### src/rtl/alm_pkg.sv
// Shared width helpers and lane-field packing constants for the ALM pre-approximation pipe.
package alm_pkg;

  localparam int unsigned DefABw   = 32;
  localparam int unsigned DefLanes = 4;

  function automatic int unsigned log2_w(input int unsigned a_bw);
    return $clog2(a_bw);
  endfunction

  function automatic int unsigned log_bw(input int unsigned a_bw, input int unsigned frac_bw);
    return log2_w(a_bw) + frac_bw;
  endfunction

  // LSB of field idx in a bus made of equal-width fields.
  function automatic int unsigned field_lsb(input int unsigned idx, input int unsigned width);
    return idx * width;
  endfunction

endpackage

### src/rtl/alm_lane_log.sv
// One lane: leading-one encode in S1, fraction alignment in S2.
// Optional half-up rounding of the fraction when ALM_PRE_ROUND_EN is defined.
module alm_lane_log #(
  parameter int unsigned A_BW    = 32,
  parameter int unsigned FRAC_BW = 31,
  parameter int unsigned LOG2_W  = 5
) (
  input  logic               clk,
  input  logic               rst_n,
  input  logic               s1_load,
  input  logic               s2_load,
  input  logic [A_BW-1:0]    a,
  output logic [LOG2_W-1:0]  k,
  output logic [FRAC_BW-1:0] frac,
  output logic               zero
);

  localparam int unsigned Drop = A_BW - 1 - FRAC_BW;

  logic [LOG2_W-1:0]  k_enc, k1_q, k2_q;
  logic               zero1_q, zero2_q;
  logic [A_BW-1:0]    a1_q;
  logic [LOG2_W-1:0]  shamt;
  logic [A_BW-2:0]    aligned;
  logic [FRAC_BW-1:0] trunc, frac_c, frac2_q;

  always_comb begin
    k_enc = '0;
    for (int unsigned i = 0; i < A_BW; i++) begin
      if (a[i]) k_enc = LOG2_W'(i);
    end
  end

  // Shifting the leading one to bit A_BW-1 and dropping it leaves the fraction left-aligned.
  always_comb begin
    shamt   = LOG2_W'(A_BW - 1) - k1_q;
    aligned = (A_BW-1)'(a1_q << shamt);
    trunc   = FRAC_BW'(aligned >> Drop);
  end

`ifdef ALM_PRE_ROUND_EN
  if (Drop > 0) begin : g_round
    logic [FRAC_BW:0] sum;
    assign sum    = {1'b0, trunc} + {{FRAC_BW{1'b0}}, aligned[Drop-1]};
    assign frac_c = sum[FRAC_BW] ? '1 : sum[FRAC_BW-1:0];
  end else begin : g_trunc
    assign frac_c = trunc;
  end
`else
  assign frac_c = trunc;
`endif

  always_ff @(posedge clk) begin
    if (!rst_n) begin
      k1_q    <= '0;
      zero1_q <= 1'b0;
      a1_q    <= '0;
      k2_q    <= '0;
      frac2_q <= '0;
      zero2_q <= 1'b0;
    end else begin
      if (s1_load) begin
        k1_q    <= k_enc;
        zero1_q <= ~|a;
        a1_q    <= a;
      end
      if (s2_load) begin
        k2_q    <= k1_q;
        frac2_q <= frac_c;
        zero2_q <= zero1_q;
      end
    end
  end

  assign k    = k2_q;
  assign frac = frac2_q;
  assign zero = zero2_q;

endmodule

### src/rtl/alm_pre_approx_pipe.sv
// Two-stage, multi-lane log pre-approximation with valid/ready flow control.
// Build macro ALM_PRE_ROUND_EN enables fraction rounding in every lane.
module alm_pre_approx_pipe
  import alm_pkg::*;
#(
  parameter int unsigned  A_BW    = DefABw,
  parameter int unsigned  LANES   = DefLanes,
  parameter int unsigned  FRAC_BW = A_BW - 1,
  localparam int unsigned LOG2_W  = log2_w(A_BW),
  localparam int unsigned LOG_BW  = log_bw(A_BW, FRAC_BW)
) (
  input  logic                    clk,
  input  logic                    rst_n,
  input  logic                    in_valid,
  output logic                    in_ready,
  input  logic [LANES*A_BW-1:0]   in_a,
  output logic                    out_valid,
  input  logic                    out_ready,
  output logic [LANES*LOG_BW-1:0] out_log,
  output logic [LANES-1:0]        out_zero
);

  logic s1_valid_q, s1_valid_d, s2_valid_q, s2_valid_d;
  logic s1_load, s1_adv, out_fire;

  always_comb begin
    out_fire   = s2_valid_q && out_ready;
    s1_adv     = s1_valid_q && (!s2_valid_q || out_ready);
    in_ready   = !s1_valid_q || s1_adv;
    s1_load    = in_valid && in_ready;
    s1_valid_d = s1_valid_q;
    s2_valid_d = s2_valid_q;
    if (s1_load)       s1_valid_d = 1'b1;
    else if (s1_adv)   s1_valid_d = 1'b0;
    if (s1_adv)        s2_valid_d = 1'b1;
    else if (out_fire) s2_valid_d = 1'b0;
  end

  always_ff @(posedge clk) begin
    if (!rst_n) begin
      s1_valid_q <= 1'b0;
      s2_valid_q <= 1'b0;
    end else begin
      s1_valid_q <= s1_valid_d;
      s2_valid_q <= s2_valid_d;
    end
  end

  assign out_valid = s2_valid_q;

  for (genvar i = 0; i < LANES; i++) begin : g_lane
    logic [LOG2_W-1:0]  k;
    logic [FRAC_BW-1:0] frac;

    alm_lane_log #(
      .A_BW    (A_BW),
      .FRAC_BW (FRAC_BW),
      .LOG2_W  (LOG2_W)
    ) u_lane (
      .clk     (clk),
      .rst_n   (rst_n),
      .s1_load (s1_load),
      .s2_load (s1_adv),
      .a       (in_a[field_lsb(i, A_BW) +: A_BW]),
      .k       (k),
      .frac    (frac),
      .zero    (out_zero[i])
    );

    assign out_log[field_lsb(i, LOG_BW) +: LOG_BW] = {k, frac};
  end

endmodule

### config.mk
export PLATFORM = sky130hd
export DESIGN_NAME = alm_pre_approx_pipe
export DESIGN_NICKNAME = d
export VERILOG_FILES = /design/src/rtl/alm_pkg.sv /design/src/rtl/alm_lane_log.sv /design/src/rtl/alm_pre_approx_pipe.sv
export SDC_FILE = /design/constraint.sdc
export NUM_CORES = 1
export LEC_CHECK = 0
export ABC_CLOCK_PERIOD_IN_PS = 2250
export CORE_UTILIZATION = 55
export CTS_CLUSTER_SIZE = 16
export DETAILED_ROUTE_END_ITERATION = 8
export GPL_TIMING_DRIVEN = 0
export HOLD_SLACK_MARGIN = 0.12
export PLACE_DENSITY = 0.82
export SKIP_CTS_REPAIR_TIMING = 1
export SYNTH_ARGS = -nofsm -noshare
export SYNTH_HDL_FRONTEND = slang
export SYNTH_SLANG_ARGS = --single-unit
### constraint.sdc
create_clock -name clk -period 2.25 [get_ports clk]
set_clock_uncertainty 0.05 [all_clocks]
set_input_delay 0.225 -clock clk [delete_from_list [all_inputs] [get_ports clk]]
set_output_delay 0.225 -clock clk [all_outputs]
set_load 0.02 [all_outputs]
* Yosys cells after proc, flatten, opt, wreduce, memory -nomap -nowiden
Index checks and enable logic that the tools add are counted.
** Word-level totals
- Register bits :: 302
- Input bits :: 132
- Output and inout port bits :: 150
- Logic and storage cells :: 179
** Cells by class
- $add $sub $neg :: 4
- Shift-type cells :: 4
- Muxes and demuxes :: 128
- Reduce and logical (&&, ||, !) cells :: 17
** Operators by type and width (number)
- $mux 5 :: 120
- $reduce_or 32->1 :: 4
- $shl 32x5->31 :: 4
- $sub 5x5->5 const A :: 4
- $mux 1 :: 8
- $logic_not 1->1 :: 6
- $reduce_bool 2->1 :: 2
- $logic_and 1x1->1 :: 3
- $logic_or 1x1->1 :: 2

* Longest topological paths before layout
Gate-level depths: netlist of the first run.
- Word-level depth :: 31
- Mapped depth :: 9
- Depth with buffers taken out :: 6

* Modules after synthesis
A second synthesis of the first run with hierarchy kept.
** Second synthesis, totals
- Cells, all modules :: 2129
- Area total of the unflattened synthesis :: 18546.5 um2
** Modules (own cells, without submodules)
- alm_lane_log :: times used 4, cells an instance 530, area an instance 4610.7 um2, sequential area each 1481.4 um2
- alm_pre_approx_pipe :: times used 1, cells an instance 9, area an instance 103.8 um2, sequential area each 40.0 um2

* Least setup slack after synthesis of the first run
Ideal clock, no wire load.
- Path kind :: register -> register
- Start :: reg g_lane[1].u_lane.k1_q[2]
- End :: reg g_lane[1].u_lane.frac2_q[24]
- Setup time :: 127 ps
- Data arrival time :: 1723 ps
- Data required time :: 2073 ps
- Setup slack :: 350 ps
- Cell stages (with the launch flop) :: 8
- Buffers on the path :: 2
- Clock period less this slack :: 1900 ps
- Path through :: dfxtp_1 > buf_2 > buf_4 > mux4_2 > mux2_2 > nand3_1 > o31ai_1 > or3_1
** Between the ends
- Cells in the longest elaborated chain, start to end :: 2
** RTL lines
- from (decl) :: line alm_lane_log.sv:20 : logic [LOG2_W-1:0] k_enc, k1_q, k2_q;
- from (signal assigned) :: line alm_lane_log.sv:63 : k1_q <= k_enc;
- $sub 5x5->5 :: line alm_lane_log.sv:36 : shamt = LOG2_W'(A_BW - 1) - k1_q;
- $shl 32x5->31 :: line alm_lane_log.sv:37 : aligned = (A_BW-1)'(a1_q << shamt);
- to (signal assigned) :: line alm_lane_log.sv:69 : frac2_q <= frac_c;
- to (decl) :: line alm_lane_log.sv:25 : logic [FRAC_BW-1:0] trunc, frac_c, frac2_q;
No other way between the ends.
A chain may end at the register's enable or synchronous reset.

==> impl_metrics.toml, run 1 <==
[run_status]
outcome = "finished, violations left"
failed_checks = "setup timing"

[pwr]
leakagePower_nw = 8.32
powerDensity_nw_per_um2 = 657
ir_drop_v = 0.000649

[synth]
synth-compound-area-share_pct = 18.3
yosys.cell_count.top_type = "nand2_1"
synthDistinctLibCells = 68
synth_common_cells = "nand2_1 (432), dfxtp_1 (298), a21oi_1 (230)"
synth_top_family_by_area = "multiplexers"
synth_edf_count = 0
synth_fp_nets = 2293
synthTopCellsByArea = "dfxtp_1 (34%), mux2i_1 (10%), nand2_1 (9.2%)"
synth_xor_area_share_pct = 0
synthSimpleGateAreaFrac_pct = 19.4
synthesis.area_um2 = 17600
synth_top_area_share_pct = 33.9
synthArstFlopShare_pct = 0
synth_area_per_cell_um2 = 8.15
yosysWarnings = 0
synth_largest_area_cell = "dfxtp_1"
synth_seq_cells = 298
seq_area_frac_synth_pct = 33.9
synthMuxAreaShare_pct = 22.7
synthAdderAreaFrac_pct = 0
synthCells = 2161
synth_flop_cell = "dfxtp_1"

[route]
dr_total_vias = 18622
vias_per_cell = 6.41
drc = 0
routedWlPerCell_um = 23.6
postRouteAntennaNets = 0
drtIter0Drc = 2212
drt_wl_total_um = 68500
drt-pass1-iter-count = 8

[grt]
overflow = 0
grt_max_degree = 14
grt_pass1_wl_um = 102000
grt_pass1_vias = 17459
track_usage_pct = 40.6
antenna_found_initial = 0

[placed_design]
dp.final_hpwl_um = 51600
place_ws_ns = -1.66
placed_area_um2 = 20900
gp_congestion = 0.982
portBuffers = 281
placed_cells = 2844

[floorplanning]
core_region_area_um2 = 31600
fp.dieW_um = 181
die_y_um = 181
start_util_pct = 55.8
fp-row-count = 65
die_area_um2 = 32700
io_pins = 282

[final_layout]
syn2layout_area_growth_pct = 27.0
final_core_util_pct = 70.8
stdcell_area_um2 = 22400
n_fill_cell = 2597
drive_gt1_share_pct = 13.9
num_antenna_cells = 0
seq_area_um2 = 5970
nets = 2609
fin_cells = 2904
multi_input_area_um2 = 10800

[clock_tree]
clock_latency_ns = 0.55
cts_root_buf = "clkbuf_16"
clockBufferDepth = 3
ctsHtreeMaxLevel = 2
cts_tree = "built"
clock-sinks = 298
cts_buffers = 34
path_clk_slew_ns = 0.06

[hold_path]
hold_depth = 3
hold_path.class = "primary input to flop"

[worst_setup_path]
cp_cell_sequence = "clkdlybuf4s50_1 > clkbuf_2 > clkdlybuf4s15_1 > o21ai_0 > a31oi_1"
reg2reg_depth = 7
crit_required_ns = 2.65
startpoint_type = "primary input"
slowest_stage = "clkdlybuf4s15_1"
critPathArrivalTime_ns = 2.66
slowest_delay_ns = 0.80
crit_fanout = 10
endpoint_kind = "flop"
crit_type = "primary input to flop"

[run]
maxCapViolCount = 0

[sta]
clock.fmax_ghz = 0.443
rsz0062_at_grt = "true"
tightest_slew_ns = 0.989
slew_headroom_pct = 34.1
slew_viol_final = 0
period_share_pct = 100
period_minus_slack_ns = 2.26
setup_viol = 2
finalHoldViolations = 0
worst_slack_ns = -0.00866
==> registers in the layout, summed over array words and instances (netlist names) <==
name,count
g_lane.u_lane.a1_q,124
g_lane.u_lane.frac,124
g_lane.u_lane.k,20
g_lane.u_lane.k1_q,20
g_lane.u_lane.zero,4
g_lane.u_lane.zero1_q,4
out_valid,1
s1_valid_q,1
==> power by group <==
| group | switching, mW | leakage, nW | total [mW] | internal [mW] |
|---|---|---|---|---|
| registers | 0.239 | 2.44 | 5.74 | 5.50 |
| logic | 1.91 | 5.33 | 3.25 | 1.34 |
| clock network | 2.36 | 0.553 | 5.71 | 3.35 |
==> cell families after synthesis <==
kind of cell / after synthesis
AO/OA/AOI/OAI: 519
buffers and inverters: 214
multiplexers: 318
AND/OR/NAND/NOR: 812
flip-flops: 298
==> stage by stage <==
step | hold slack (ns) | TNS, ns | total power [mW]
2_1_floorplan | 0.311 | 0 | 7.69
3_3_place_gp | 0.391 | -201.66 | 8.86
3_5_place_dp | 0.398 | -209.00 | 8.91
4_1_cts | 0.215 | -99.76 | 14.5
5_1_grt | 0.238 | -0.194 | 15.1
6_report | 0.215 | -0.0135 | 14.7
==> cell type report <==
| type | count | area share, % |
|---|---|---|
| clock inverter | 10 | 0.403 |
| timing repair buffer | 282 | 12.6 |
| tap | 402 | 2.25 |
| inverter | 39 | 0.655 |
| buffer | 173 | 4.30 |
| clock buffer | 51 | 4.69 |
| multi-input combinational | 1649 | 48.4 |
| sequential | 298 | 26.7 |
==> path summary, 6_finish.rpt <==
check / start / to / slack (ns)
max: rst_n / g_lane[1].u_lane.k1_q[2] / -0.009
min: in_a[64] / g_lane[2].u_lane.a1_q[0] / 0.22
max reg2reg: g_lane[0].u_lane.k1_q[2] / g_lane[0].u_lane.frac[30] / 0
min reg2reg: g_lane[1].u_lane.zero1_q / g_lane[1].u_lane.zero / 0.40
==> metal layers <==
metal / track usage, % / part of all wire (%) / vias to the layer above
li1: - / - / 8430
met3: 9.25 / 10 / 207
met4: 19.7 / 4.9 / 0
met2: 63.2 / 45 / 1066
met5: 0.741 / 0 / -
met1: 53.1 / 40 / 8919
==> critical path, delay by kind of cell <==
| family | cells | cell delay, ns |
|---|---|---|
| AOI/OAI and AO/OA | 2 | 0.50 |
| buffers and inverters | 3 | 1.94 |
==> cells in the final DEF (no fill, tap or decap), types with 48 or more instances in the layout <==
cell / synthesis / layout
nor2_1: 207 / 205
nor3_1: 48 / 48
a21oi_1: 230 / 227
o21ai_0: 76 / 74
nand2_1: 432 / 431
mux2_2: 81 / 81
mux2i_1: 177 / 162
clkdlybuf4s50_1: 0 / 280
clkbuf_1: 96 / 58
dfxtp_1: 298 / 298
mux4_2: 56 / 56
No activity file was read; power rests on OpenSTA's default activity.
==> run 2, diff against run 1 <==
--- a/config.mk
+++ b/config.mk
@@ -5,7 +5,6 @@
 export SDC_FILE = /design/constraint.sdc
 export NUM_CORES = 1
 export LEC_CHECK = 0
-export ABC_CLOCK_PERIOD_IN_PS = 2250
 export CORE_UTILIZATION = 55
 export CTS_CLUSTER_SIZE = 16
 export DETAILED_ROUTE_END_ITERATION = 8
==> results of run 2 <==
Same layout as run 1: the final DEF is identical, and so are final timing and power.
==> run 3, diff against run 2 <==
--- a/config.mk
+++ b/config.mk
@@ -10,7 +10,7 @@
 export DETAILED_ROUTE_END_ITERATION = 8
 export GPL_TIMING_DRIVEN = 0
 export HOLD_SLACK_MARGIN = 0.12
-export PLACE_DENSITY = 0.82
+export PLACE_DENSITY_LB_ADDON = 0.25
 export SKIP_CTS_REPAIR_TIMING = 1
 export SYNTH_ARGS = -nofsm -noshare
 export SYNTH_HDL_FRONTEND = slang
==> run 3 against run 2 <==
Against the previous run:
- the run still ends with setup timing left
- sequential share of layout area grew 0.24 points
- via count about the same
- sequential power about the same
- combinational power hardly changed
- routed wire length decreased by 0.44%
- core utilization fell by 0.64 points
- critical path depth increased by 1
- total power decreased by 6.0%
- worst hold slack got worse by 0.021 ns
- clock-buffer cell count shrank 6
- critical path type is now flop to flop
- highest routed layer is now met5
==> impl_metrics.toml, run 3 (same netlist as run 1, synthesis figures left out) <==
[clock_tree]
cts_tree = "built"
clockBufferDepth = 3
ctsHtreeMaxLevel = 1
cts_buffers = 31
clock_latency_ns = 0.58
cts_root_buf = "clkbuf_16"
clock-sinks = 298
path_clk_slew_ns = 0.06

[run_status]
outcome = "finished, violations left"
failed_checks = "setup timing"

[pwr]
powerDensity_nw_per_um2 = 624
power_switching_mw = 4.29
p_seq_share_pct = 41.5
clockPowerShare_pct = 34.9
leakagePower_nw = 8.20
pwr-share-comb_pct = 23.5
p_int_mw = 9.54
power.share.switching_pct = 31.0
power_mw = 13.8
ir_drop_v = 0.000656

[route]
drc = 0
dr_total_vias = 18636
vias_per_cell = 6.44
routedWlPerCell_um = 23.6
drt-pass1-iter-count = 6
postRouteAntennaNets = 0
met2_length_um = 30800
route.met3.wl_um = 6790
m1WireLength_um = 27300
routed.top_layer = "met5"
drtIter0Drc = 1764
drt_wl_total_um = 68200

[placed_design]
place_ws_ns = -1.60
dp.final_hpwl_um = 51800
portBuffers = 281
gp_congestion = 0.997

[grt]
grt_max_degree = 15
track_usage_pct = 40.4
grt_pass1_vias = 17496
grt_pass1_wl_um = 103000
antenna_found_initial = 2
overflow = 0

[floorplanning]
io_pins = 282
fp-row-count = 65
die_y_um = 181
start_util_pct = 55.8
die_area_um2 = 32700
core_region_area_um2 = 31600
fp.dieW_um = 181

[hold_path]
hold_path.class = "primary input to flop"

[sta]
clock.fmax_ghz = 0.440
tightest_slew_ns = 1.02
slew_headroom_pct = 31.9
slew_viol_final = 0
period_minus_slack_ns = 2.27
setup_viol = 3
finalHoldViolations = 0
worst_slack_ns = -0.0210
period_share_pct = 101

[run]
maxCapViolCount = 0

[worst_setup_path]
startpoint_type = "flop"
endpoint_kind = "flop"
path_delay_family = "buffers and inverters"
cp_num_buf_inv = 1
cp_cell_sequence = "nand2b_1 > nand2_1 > clkbuf_1 > nand2_1 > o21ai_0 > o2bb2ai_1"
critPathArrivalTime_ns = 2.71
slowest_delay_ns = 0.73
path_common_cell = "nand2_1"
crit_type = "flop to flop"
slowest_stage = "clkbuf_1"
crit_fanout = 10
crit_required_ns = 2.69

[final_layout]
layout_commonest_cell = "nand2_1"
n_fill_cell = 2601
syn2layout_area_growth_pct = 25.9
nets = 2605
drive_gt1_share_pct = 13.3
final_cell_mix = "nand2_1 (430), dfxtp_1 (298), clkdlybuf4s50_1 (280)"
## run 3: cell types whose count changed in the layout (fill, tap and decap cells not counted), moves of 3 or more
cell        delta
clkbuf_8       -5
clkinvlp_4     -3
clkbuf_16      -6
clkbuf_1       +7
clkbuf_4       +4
buf_2          -6
## run 3: metrics by stage
stage / setup TNS [ns] / cell area, µm² / utilization (%) / cells / hold WS, ns
4_1_cts: -109.03 / 21800 / 69.2 / 2895 / 0.187
2_1_floorplan: 0 / 17600 / - / 2161 / 0.311
5_1_grt: -0.132 / 22100 / 70.2 / 2893 / 0.228
6_report: -0.0312 / 22200 / 70.2 / 2895 / 0.194
3_3_place_gp: -209.65 / 20900 / 66.3 / 2844 / 0.393
3_5_place_dp: -207.71 / 20900 / 66.3 / 2844 / 0.397
## run 3: routing by layer
layer	up-vias	track usage, %
met2	1129	63.7
met5	-	0
met3	194	8.47
met4	4	19.5
li1	8414	-
met1	8895	52.7
## run 3: worst paths after layout
check,startpoint,to,slack (ns),depth (start not counted)
worst max-delay path,out_valid,g_lane[2].u_lane.frac[23],-0.02,6
worst min-delay path,in_a[32],g_lane[1].u_lane.a1_q[0],0.19,3
worst max register to register,out_valid,g_lane[2].u_lane.frac[23],-0.02,6
worst min register to register,g_lane[0].u_lane.frac[0],g_lane[0].u_lane.frac[0],0.41,2
## run 3: layout make-up
class / instances / area, µm² / area share [%]
Timing Repair Buffer: 281 / 2820 / 12.7
Antenna cell: 2 / 5.00 / 0.0226
Buffer: 173 / 963 / 4.35
Clock inverter: 6 / 58.8 / 0.265
Sequential cell: 298 / 5970 / 26.9
Multi-Input combinational cell: 1649 / 10800 / 49.0
Tap cell: 402 / 503 / 2.27
Inverter: 39 / 146 / 0.661
Clock buffer: 45 / 848 / 3.83
## run 3: power by group through the flow
stage	sequential, mW	combinational [mW]	clock [mW]
4_1_cts	5.73	3.08	4.82
6_report	5.74	3.25	4.83
3_5_place_dp	5.84	3.06	0
3_3_place_gp	5.83	3.02	0
5_1_grt	5.76	3.44	5.02
2_1_floorplan	5.83	1.86	0
## run 3: tightest hold or removal path: stages
cell	delay, ns
clkdlybuf4s50_1	0.43
nand2_1	0.07
a21oi_1	0.05
